File: src/rtl/ps2_kbd_tx_pkg.sv
// ps2_pkg: shared states, frame constants and frame builder for the PS/2 device transmitter.
package ps2_pkg;
    typedef enum logic [2:0] {PS2_IDLE, PS2_LOAD, PS2_BIT_HI, PS2_BIT_LO, PS2_GAP} ps2_state_e;
    localparam int PS2_FRAME_BITS = 11;
    localparam int PS2_LAST_BIT = 10;
    function automatic logic [PS2_FRAME_BITS-1:0] ps2_frame(input logic [7:0] d);
        return {1'b1, ~^d, d, 1'b0};
    endfunction
endpackage

File: src/rtl/ps2_kbd_tx_if.sv
// ps2_kbd_tx_if: scancode byte handshake between the scancode source and the PS/2 transmitter.
interface ps2_kbd_tx_if;
    logic [7:0] kbd_data;
    logic kbd_valid;
    logic kbd_ready;
    modport master(output kbd_data, output kbd_valid, input kbd_ready);
    modport slave(input kbd_data, input kbd_valid, output kbd_ready);
endinterface

File: src/rtl/ps2_kbd_tx_fifo.sv
// ps2_tx_fifo: byte FIFO buffering scancode bursts; full flag is registered.
module ps2_tx_fifo #(
    parameter int DEPTH = 8
) (
    input  logic       clk_sys,
    input  logic       RESET_n,
    input  logic       push_i,
    input  logic [7:0] din_i,
    input  logic       pop_i,
    output logic [7:0] dout_o,
    output logic       full_o,
    output logic       empty_o
);
    localparam int AW = $clog2(DEPTH);
    logic [7:0] mem_q [DEPTH];
    logic [AW-1:0] wr_q, rd_q;
    logic [AW:0] cnt_q, cnt_d;
    logic full_q;
    assign cnt_d = cnt_q + {{AW{1'b0}}, push_i} - {{AW{1'b0}}, pop_i};
    assign dout_o = mem_q[rd_q];
    assign full_o = full_q;
    assign empty_o = cnt_q == '0;
    always_ff @(posedge clk_sys or negedge RESET_n)
        if (!RESET_n) begin
            wr_q <= '0;
            rd_q <= '0;
            cnt_q <= '0;
            full_q <= 1'b0;
        end else begin
            wr_q <= push_i ? wr_q + AW'(1) : wr_q;
            rd_q <= pop_i ? rd_q + AW'(1) : rd_q;
            cnt_q <= cnt_d;
            full_q <= cnt_d == (AW+1)'(DEPTH);
        end
    always_ff @(posedge clk_sys)
        if (push_i) mem_q[wr_q] <= din_i;
endmodule

File: src/rtl/ps2_kbd_tx.sv
// ps2_kbd_tx: PS/2 device-side transmitter serialising buffered scancodes onto clock/data lines.
// Define PS2_TX_INHIBIT_EN to honour host inhibit on ps2_clk_in (abort and resend).
module ps2_kbd_tx
    import ps2_pkg::*;
#(
    parameter int HALF_PERIOD = 640,
    parameter int GAP_HALVES = 4,
    parameter int DEPTH = 8
) (
    input  logic         clk_sys,
    input  logic         RESET_n,
    input  logic         ce,
    ps2_kbd_tx_if.slave  kbd,
    input  logic         ps2_clk_in,
    output logic         ps2_clk,
    output logic         ps2_data,
    output logic         busy
);
    localparam int CW = $clog2(GAP_HALVES * HALF_PERIOD + 1);
    localparam logic [CW-1:0] HP_LD = CW'(HALF_PERIOD - 1);
    localparam logic [CW-1:0] GAP_LD = CW'(GAP_HALVES * HALF_PERIOD - 1);
    localparam logic [3:0] LAST = 4'(PS2_LAST_BIT);
    localparam logic [2:0] S_IDLE = PS2_IDLE;
    localparam logic [2:0] S_LOAD = PS2_LOAD;
    localparam logic [2:0] S_BIT_HI = PS2_BIT_HI;
    localparam logic [2:0] S_BIT_LO = PS2_BIT_LO;
    localparam logic [2:0] S_GAP = PS2_GAP;
    logic [2:0] state_q, state_d;
    logic [CW-1:0] cnt_q, cnt_d;
    logic [3:0] bit_q, bit_d;
    logic [7:0] retry_q, retry_d;
    logic rpend_q, rpend_d, clk_q, clk_d, data_q, data_d;
    logic inh, tick, pop, full, empty;
    logic [7:0] head;
    logic [PS2_FRAME_BITS-1:0] frame;
    ps2_tx_fifo #(.DEPTH(DEPTH)) u_fifo (
        .clk_sys(clk_sys), .RESET_n(RESET_n),
        .push_i(kbd.kbd_valid & ~full), .din_i(kbd.kbd_data), .pop_i(pop),
        .dout_o(head), .full_o(full), .empty_o(empty)
    );
`ifdef PS2_TX_INHIBIT_EN
    logic [1:0] sync_q;
    always_ff @(posedge clk_sys or negedge RESET_n)
        if (!RESET_n) sync_q <= 2'b11;
        else sync_q <= {sync_q[0], ps2_clk_in};
    assign inh = ~sync_q[1];
`else
    logic unused_clk_in;
    assign unused_clk_in = ps2_clk_in;
    assign inh = 1'b0;
`endif
    assign kbd.kbd_ready = ~full;
    assign frame = ps2_frame(retry_q);
    assign tick = ce && cnt_q == '0;
    assign ps2_clk = clk_q;
    assign ps2_data = data_q;
    assign busy = state_q != S_IDLE;
    always_comb begin
        state_d = state_q;
        cnt_d = (ce && cnt_q != '0) ? cnt_q - CW'(1) : cnt_q;
        bit_d = bit_q;
        retry_d = retry_q;
        rpend_d = rpend_q;
        clk_d = clk_q;
        data_d = data_q;
        pop = 1'b0;
        case (state_q)
            S_IDLE: state_d = (ce && !inh && (rpend_q || !empty)) ? S_LOAD : S_IDLE;
            // The popped byte lives in retry_q until the frame is done, so an abort can resend it.
            S_LOAD: if (ce) begin
                pop = !rpend_q;
                retry_d = rpend_q ? retry_q : head;
                rpend_d = 1'b0;
                bit_d = '0;
                data_d = 1'b0;
                cnt_d = HP_LD;
                state_d = S_BIT_HI;
            end
            S_BIT_HI: if (tick) begin
                clk_d = 1'b0;
                cnt_d = HP_LD;
                state_d = S_BIT_LO;
            end
            S_BIT_LO: if (tick) begin
                clk_d = 1'b1;
                cnt_d = bit_q == LAST ? GAP_LD : HP_LD;
                state_d = bit_q == LAST ? S_GAP : S_BIT_HI;
                bit_d = bit_q == LAST ? bit_q : bit_q + 4'd1;
                data_d = frame[bit_d];
            end
            S_GAP: state_d = (tick && !inh) ? S_IDLE : S_GAP;
            default: state_d = S_IDLE;
        endcase
        if (inh && (state_q == S_BIT_HI || state_q == S_BIT_LO)) begin
            state_d = S_GAP;
            clk_d = 1'b1;
            data_d = 1'b1;
            cnt_d = GAP_LD;
            rpend_d = bit_q != LAST;
        end
    end
    always_ff @(posedge clk_sys or negedge RESET_n)
        if (!RESET_n) begin
            state_q <= S_IDLE;
            cnt_q <= '0;
            bit_q <= '0;
            retry_q <= '0;
            rpend_q <= 1'b0;
            clk_q <= 1'b1;
            data_q <= 1'b1;
        end else begin
            state_q <= state_d;
            cnt_q <= cnt_d;
            bit_q <= bit_d;
            retry_q <= retry_d;
            rpend_q <= rpend_d;
            clk_q <= clk_d;
            data_q <= data_d;
        end
endmodule

File: src/flat_wrapper.sv
// flat-port wrapper written by rule: the top's interface ports become plain ports
module ps2_kbd_tx_flat import ps2_pkg::*;
#(
    parameter int HALF_PERIOD = 640,
    parameter int GAP_HALVES = 4,
    parameter int DEPTH = 8
)
  (clk_sys, RESET_n, ce, ps2_clk_in, ps2_clk, ps2_data, busy, kbd_kbd_data, kbd_kbd_valid, kbd_kbd_ready);
  ps2_kbd_tx_if kbd_i ();
  input  logic clk_sys;
  input  logic RESET_n;
  input  logic ce;
  input  logic ps2_clk_in;
  output logic ps2_clk;
  output logic ps2_data;
  output logic busy;
  input wire logic [$bits(kbd_i.kbd_data)-1:0] kbd_kbd_data;
  input wire logic [$bits(kbd_i.kbd_valid)-1:0] kbd_kbd_valid;
  output wire logic [$bits(kbd_i.kbd_ready)-1:0] kbd_kbd_ready;
  assign kbd_i.kbd_data = kbd_kbd_data;
  assign kbd_i.kbd_valid = kbd_kbd_valid;
  assign kbd_kbd_ready = kbd_i.kbd_ready;
  ps2_kbd_tx #(.HALF_PERIOD(HALF_PERIOD), .GAP_HALVES(GAP_HALVES), .DEPTH(DEPTH)) u_core (.clk_sys(clk_sys), .RESET_n(RESET_n), .ce(ce), .kbd(kbd_i), .ps2_clk_in(ps2_clk_in), .ps2_clk(ps2_clk), .ps2_data(ps2_data), .busy(busy));
endmodule
File: config.mk
export PLATFORM = sky130hd
export DESIGN_NAME = ps2_kbd_tx_flat
export DESIGN_NICKNAME = d
export VERILOG_FILES = /design/src/rtl/ps2_kbd_tx_pkg.sv /design/src/rtl/ps2_kbd_tx_if.sv /design/src/rtl/ps2_kbd_tx_fifo.sv /design/src/rtl/ps2_kbd_tx.sv /design/src/flat_wrapper.sv
export SDC_FILE = /design/constraint.sdc
export NUM_CORES = 1
export LEC_CHECK = 0
export ABC_AREA = 1
export ABC_CLOCK_PERIOD_IN_PS = 4000
export CAP_MARGIN = 5
export CORE_MARGIN = 2
export CORE_UTILIZATION = 57
export CTS_BUF_LIST = sky130_fd_sc_hd__clkbuf_2
export CTS_CLUSTER_SIZE = 40
export DETAILED_ROUTE_END_ITERATION = 7
export PLACE_DENSITY_LB_ADDON = 0.1
export SYNTH_ARGS = -nofsm -noshare
export SYNTH_HDL_FRONTEND = slang
export SYNTH_HIERARCHICAL = 1
export SYNTH_SLANG_ARGS = --single-unit
File: constraint.sdc
create_clock -name clk_sys -period 4 [get_ports clk_sys]
set_clock_uncertainty 0.15 [all_clocks]
set_input_delay 0.4 -clock clk_sys [delete_from_list [all_inputs] [get_ports clk_sys]]
set_output_delay 0.4 -clock clk_sys [all_outputs]
set_load 0.05 [all_outputs]
== Word-level counts from Yosys, hierarchy flattened ==
Memories as Yosys holds them, arrays and structs flattened. A register that Yosys moved wholly into a read port is not among the register bits.
Index checks and enable logic that the tools add are counted.

* Flip-flop bits (word level): 32
* Bits in writable memories: 64
* Bits of input ports: 13
* Output and inout bits: 4
* Logic and storage cells: 74
* Memories kept: 1

{| class="wikitable"
|+ Memories
! memory !! words !! bits a word !! read ports !! clocked after Yosys merged registers in !! wr ports !! RTL line !! source
|-
| u_core.u_fifo.mem_q || 8 || 8 || 1 || 1 || 1 || ps2_kbd_tx_fifo.sv:15 || <nowiki>logic [7:0] mem_q [DEPTH];</nowiki>
|}

* Add/sub/neg operators: 6
* Order comparisons: 1
* Eq/ne operators: 9
* Muxes and demuxes: 29
* Bitwise gates (word level): 2
* Reductions and logical operators: 17

{| class="wikitable"
|+ Operators with widths
! cell !! number
|-
| $mux 12 || 5
|-
| $pmux 12 s3 || 1
|-
| $mux 3 || 5
|-
| $pmux 3 s5 || 1
|-
| $logic_not 12->1 || 1
|-
| $mux 4 || 3
|-
| $reduce_bool 12->1 || 1
|-
| $sub 12x1->12 const B || 1
|-
| $mux 1 || 10
|-
| $reduce_and 3->1 || 3
|-
| $eq 4x4->1 const B || 2
|-
| $pmux 4 s2 || 1
|-
| $reduce_xnor 8->1 || 1
|-
| $add 3x1->3 const B || 2
|-
| $eq 3x2->1 const B || 2
|-
| $lt 4x5->1 const B || 1
|-
| $add 4x1->4 || 1
|-
| $add 4x1->4 const B || 1
|-
| $bmux 1 s4 || 1
|-
| $logic_not 4->1 || 1
|-
| $ne 2x1->1 const B || 2
|-
| $pmux 1 s2 || 2
|-
| $reduce_bool 2->1 || 2
|-
| $sub 4x1->4 || 1
|-
| 10 further kinds || 13
|}

== Logic depth before layout (Yosys ltp) ==
* Depth in word-level cells: 6
* Mapped depth: 14
* Depth with buffers taken out: 13

== Modules after synthesis ==
Netlist, hierarchy kept.

{| class="wikitable"
|+ By module, submodules not included
! module !! instances !! cells an instance !! area each (um^2) !! sequential area each (um^2)
|-
| ps2_tx_fifo || 1 || 348 || 3460.8 || 2197.1
|-
| ps2_kbd_tx || 1 || 274 || 1923.1 || 728.2
|}

== Worst setup path after synthesis ==
Ideal clock, no wire load.

* Kind: reg-to-reg
* From: register u_core.state_q[2]
* To: register u_core.u_fifo.full_q, in the netlist u_core/u_fifo/full_o
* Setup time: 71 ps
* Arrival: 2176 ps
* Data required time: 3779 ps
* Setup slack: 1603 ps
* Cell stages (with the launch flop): 12
* Path buffers: 1
* Clock period less this slack: 2397 ps
* Cell sequence: dfrtp_1 -> nor3_4 -> nand2_1 -> inv_2 -> buf_6 -> ha_1 -> inv_1 -> ha_1 -> fa_1 -> nor2_1 -> nand2_1 -> nor2_1

* Cells in the longest elaborated chain, start to end: 4

{| class="wikitable"
|+ RTL lines
! element !! RTL line !! source
|-
| from (decl) || ps2_kbd_tx.sv:28 || <nowiki>logic [2:0] state_q, state_d;</nowiki>
|-
| from (signal assigned) || ps2_kbd_tx.sv:112 || <nowiki>state_q <= state_d;</nowiki>
|-
| $eq 3x1->1 || ps2_kbd_tx.sv:67 || <nowiki>case (state_q)</nowiki>
|-
| $mux 1 || ps2_kbd_tx.sv:67 ||
|-
| via u_core.pop || ps2_kbd_tx.sv:33 || <nowiki>logic inh, tick, pop, full, empty;</nowiki>
|-
| $sub 4x1->4 || ps2_kbd_tx_fifo.sv:19 || <nowiki>assign cnt_d = cnt_q + {{AW{1'b0}}, push_i} - {{AW{1'b0}}, pop_i};</nowiki>
|-
| via u_core.u_fifo.cnt_d[1] || ps2_kbd_tx_fifo.sv:17 || <nowiki>logic [AW:0] cnt_q, cnt_d;</nowiki>
|-
| $eq 4x4->1 || ps2_kbd_tx_fifo.sv:33 || <nowiki>full_q <= cnt_d == (AW+1)'(DEPTH);</nowiki>
|-
| to (signal assigned) || ps2_kbd_tx_fifo.sv:33 ||
|-
| to (decl) || ps2_kbd_tx_fifo.sv:18 || <nowiki>logic full_q;</nowiki>
|}

The timed path passes the listed nets, and every way through them passes these cells.
A chain may end at the register's enable or synchronous reset.

== Worst setup path in the final report ==
* From: register u_core.state_q[2]
* To: register u_core.u_fifo.full_q, in the netlist u_core/u_fifo/full_o

* Cells in the longest elaborated chain, start to end: 4

{| class="wikitable"
|+ RTL lines
! element !! RTL line
|-
| $eq 3x1->1 || ps2_kbd_tx.sv:67
|-
| $mux 1 || ps2_kbd_tx.sv:67
|-
| $sub 4x1->4 || ps2_kbd_tx_fifo.sv:19
|-
| via u_core.u_fifo.cnt_d[1] || ps2_kbd_tx_fifo.sv:17
|-
| $eq 4x4->1 || ps2_kbd_tx_fifo.sv:33
|}

The timed path passes the listed nets, and every way through them passes these cells.

==> results <==
- Of all nets on the critical path, the largest fanout is 22.
- The number of different library cells used by synthesis comes to 38.
- In the layout the commonest cells are sky130_fd_sc_hd__nand2_1 (212), sky130_fd_sc_hd__inv_1 (107), sky130_fd_sc_hd__edfxtp_1 (64), sky130_fd_sc_hd__nand3_1 (55), sky130_fd_sc_hd__dfrtp_1 (38).
- The number of antenna violations at the first check in global routing is 0.
- The normalized max-slew margin is 39.8%.
- The clock reaches the later pin of the worst-skew pair after 0.58 ns.
- The per-instance average area after synthesis is 8.66 sq um.
- The synthesized netlist devotes 3.14% of its cell area to compound gates.
- For the worst setup path, the data arrival time is 3.10 ns.
- Dividing the detail-routed via count by the number of cells gives 5.01.
- Once layout is complete, the utilization of the core stands at 62.0%.
- The synthesized design devotes to its leading area cell type 35.7% of total area.
- The finished cells cover 5700 sq um.
- The weighted congestion at the end of routability-driven global placement is 0.825.
- The signal on the critical path passes through nor3_4 > nand2_1 > inv_2 > ha_1 > inv_1 > ha_1 > fa_1 > nor2_1 > nand2_1 > nor2_1.
- After layout, the design draws a total of 3.55 mW.
- The buffer cell driving the clock tree root is sky130_fd_sc_hd__clkbuf_2.
- The largest net degree at the start of global routing is 41.
- Wires add up to 9670 microns.
- Sequential cells were found to cover 54.3% of the synthesized design area.
- The final hold violation count is 0.
- The standard-cell row count is 35.
- In the routed design, unresolved DRC markers number 0.
- Of the total synthesized cell area, the portion taken by XOR and XNOR cells is 1.46%.
- The number of levels the H-tree was split into is 3.
- The area growth from synthesis to layout is 5.83%.
- The achievable frequency is 367 MHz.
- From left edge to right edge, the die measures 101 microns.
- The floorplan step defined a core boundary enclosing 9200 sq um.
- Buffers placed on the I/O ports in this run total 15.
- The multi-input combinational cells in the finished layout cover a total of 1880 sq um.
- The multiplexer fraction of the synthesized cell area is 0%.
- The number of warnings printed during yosys synthesis is 6.
- The area share of and/or/nand/nor cells after synthesis is 27.7%.
- For this run, the post-layout net count is 662.
- The final-layout fill cell count is 803.
- The total negative slack is 0 ns.
- The post-synthesis cell count is 622.
- The combinational family with the most area after synthesis is simple AND/OR/NAND/NOR gates.
- The combined flip-flop and latch cell area is 2930 sq um.
- The worst hold path belongs to the class in2async.
- For this run, the total global-route usage over all layers was measured as 20.5%.
- 17 I/O pins were placed.
- Across the VDD grid, the largest voltage drop is 271 uV.
- The worst-path cell with the longest stage delay is sky130_fd_sc_hd__dfrtp_1.
- STA classifies the critical path startpoint as a flip-flop.
- The number of global-route vias before repair is 3545.
- The worst setup path is of the reg2reg kind.
- The number of setup violations in the final report is 0.
- Buffers added to address setup during post-CTS repair amount to 0.
- The run finished with clean final reports.
- The clock-pin slew on the worst setup and hold paths is 0.32 ns.
- Setup repair after global routing left no endpoint under its margin.
- The data required time of the critical path is 4.37 ns.
- The maximum root-to-sink buffer count is 2.
- The initial utilization of the core area, before any placement, comes to 58.5%.
- Counting flops with an async set or reset pin after synthesis yields a share of 38.5%.
- The total grt overflow is 0.
- Subtracting the final worst setup slack from the clock period gives 2.73 ns.
- The number of nets produced by synthesis is 646.
- The leakage power total is 2.80 nW.
- The number of antenna diodes in the final layout is 0.
- The floorplan die area is 10200 sq um.
- The HPWL after detailed placement is 6800 microns.
- The count of max-cap constraint violations is 0.
- The cell area that synthesis handed to floorplanning was 5380 sq um.
- The clock drives 104 sinks.
- The first-pass iteration count of the detailed router is 5.
- The number of nets with antenna violations after detailed routing is 0.
- In the finished design, the share of the clock period the worst path needs comes to 68.2%.
- In the post-synthesis netlist, the biggest area contributors are sky130_fd_sc_hd__edfxtp_1 (36%), sky130_fd_sc_hd__dfrtp_1 (18%), sky130_fd_sc_hd__nand2_1 (15%).
- The flip-flop cell with the highest count after synthesis is sky130_fd_sc_hd__edfxtp_1.
- The first global-routing pass estimated 16200 microns of wire.
- In this run the cell area measured after placement is 5560 sq um.
- On the final layout, the worst hold slack is 0.252 ns.
- The cell taking the most area after synthesis is sky130_fd_sc_hd__edfxtp_1.
- The post-route netlist has 9.64% of its cells at a drive strength greater than 1.
- TritonCTS built the clock tree.
- Summing over every cut layer, the via total after detailed routing is 3781.
- The transition time at the pin with the least slew margin is 0.903 ns.
- The library cell used most frequently in the layout, excluding fill and tap cells, is sky130_fd_sc_hd__nand2_1.
- After detailed routing, the average wire length per cell comes to 12.8 microns.
- The synthesized design contains 64 enable-type register cells.
- The peak per-stage delay on the critical path is 0.52 ns.
- The synthesized-area fraction occupied by adder cells is 2.70%.
- Clock tree synthesis inserted a total of 9 buffers.
- The type of element capturing the critical path is a flip-flop.
- The final count of pins violating max slew came to 0.
- Power spread over the standard cell area amounts to 624 nW/um^2.
- The floorplan die height is 101 microns.
- The iteration-0 DRC count of the detailed router is 202.
- The number of storage elements in the synthesis netlist is 104.
-- cells by family (layout without fill, tap and decap cells) --
logic type               after synthesis  after routing
AND/OR/NAND/NOR                      332            332
AO/OA/AOI/OAI                         32             32
flip-flops                           104            104
buffers and inverters                134            155
XOR/XNOR                               9              9
adder cells (fa/ha/maj)               11             11
-- cell usage after synthesis, drive strengths merged, types with 3 or more instances --
| master | instances |
|---|---|
| a21oi | 5 |
| buf | 12 |
| dfrtp | 38 |
| edfxtp | 64 |
| ha | 10 |
| inv | 121 |
| nand2 | 226 |
| nand3 | 56 |
| nand4 | 5 |
| nor2 | 37 |
| nor3 | 3 |
| o21ai | 23 |
| xor2 | 8 |
-- path summary, 6_finish.rpt --
path                                               start                           endpoint  slack, ns  cells past startpoint
max                        u_core/state_q[2]$_DFFE_PN0P_     u_core/u_fifo/full_o$_DFF_PN0_       1.27                     10
min                                              RESET_n      u_core/retry_q[1]$_DFFE_PN0P_       0.25                      2
max reg2reg                u_core/state_q[2]$_DFFE_PN0P_     u_core/u_fifo/full_o$_DFF_PN0_       1.27                     10
min reg2reg                   u_core/ps2_clk$_DFFE_PN1P_         u_core/ps2_clk$_DFFE_PN1P_       0.34                      2
max in group asynchronous                        RESET_n      u_core/retry_q[6]$_DFFE_PN0P_       2.83                      2
min in group clk_sys                       kbd_kbd_valid  u_core/u_fifo/wr_q[1]$_DFFE_PN0P_       0.32                      5
-- registers in the layout, indices dropped and copies added, names as in the netlist --
| name | cells |
|---|---|
| u_core/bit_q | 4 |
| u_core/cnt_q | 12 |
| u_core/ps2_clk | 1 |
| u_core/ps2_data | 1 |
| u_core/retry_q | 8 |
| u_core/state_q | 3 |
| u_core/u_fifo/cnt_q | 4 |
| u_core/u_fifo/full_o | 1 |
| u_core/u_fifo/mem_q | 64 |
| u_core/u_fifo/rd_q | 3 |
| u_core/u_fifo/wr_q | 3 |
-- worst max-delay path: cells and delay by family (launching register included) --
family        cells  cell delay [ns]
flops             1             0.52
fa+ha+maj         3             0.94
buf+inv           2             0.37
simple gates      5             0.69
-- what timing repair did --
action	4_1_cts	5_1_grt
endpoints found under the hold margin	38	0
hold buffers	1	0
gates resized for setup	0	0
-- layer usage --
layer	share of wire, %	vias to the layer above	GRT usage (%)	wire [microns]
met3	3.3	6	4.55	319
met1	45	1756	26.1	4330
met2	51	54	35.9	4950
li1	-	1965	-	-
met4	0.71	0	5.20	69
met5	0	-	0	0
-- power breakdown --
group	total, mW	switching, mW	internal [mW]
combinational	1.45	0.953	0.497
clock	0.497	0.386	0.111
sequential	1.61	0.212	1.39
total	3.55	1.55	2.00
-- stage by stage --
stage | instances | setup slack [ns]
3_3_place_gp | 737 | 0.974
4_1_cts | 754 | 1.25
2_1_floorplan | 622 | 1.60
6_report | 754 | 1.27
5_1_grt | 754 | 1.05
3_5_place_dp | 737 | 0.918
-- area by class of cell --
type | count | area share, %
Clock buffer | 9 | 0.791
Sequential cell | 104 | 51.3
Inverter | 122 | 8.17
Timing Repair Buffer | 17 | 2.85
Multi-Input combinational cell | 384 | 33.0
Tap cell | 111 | 2.44
Clock inverter | 7 | 1.38
Note: power is estimated with default switching activity, not from simulation.
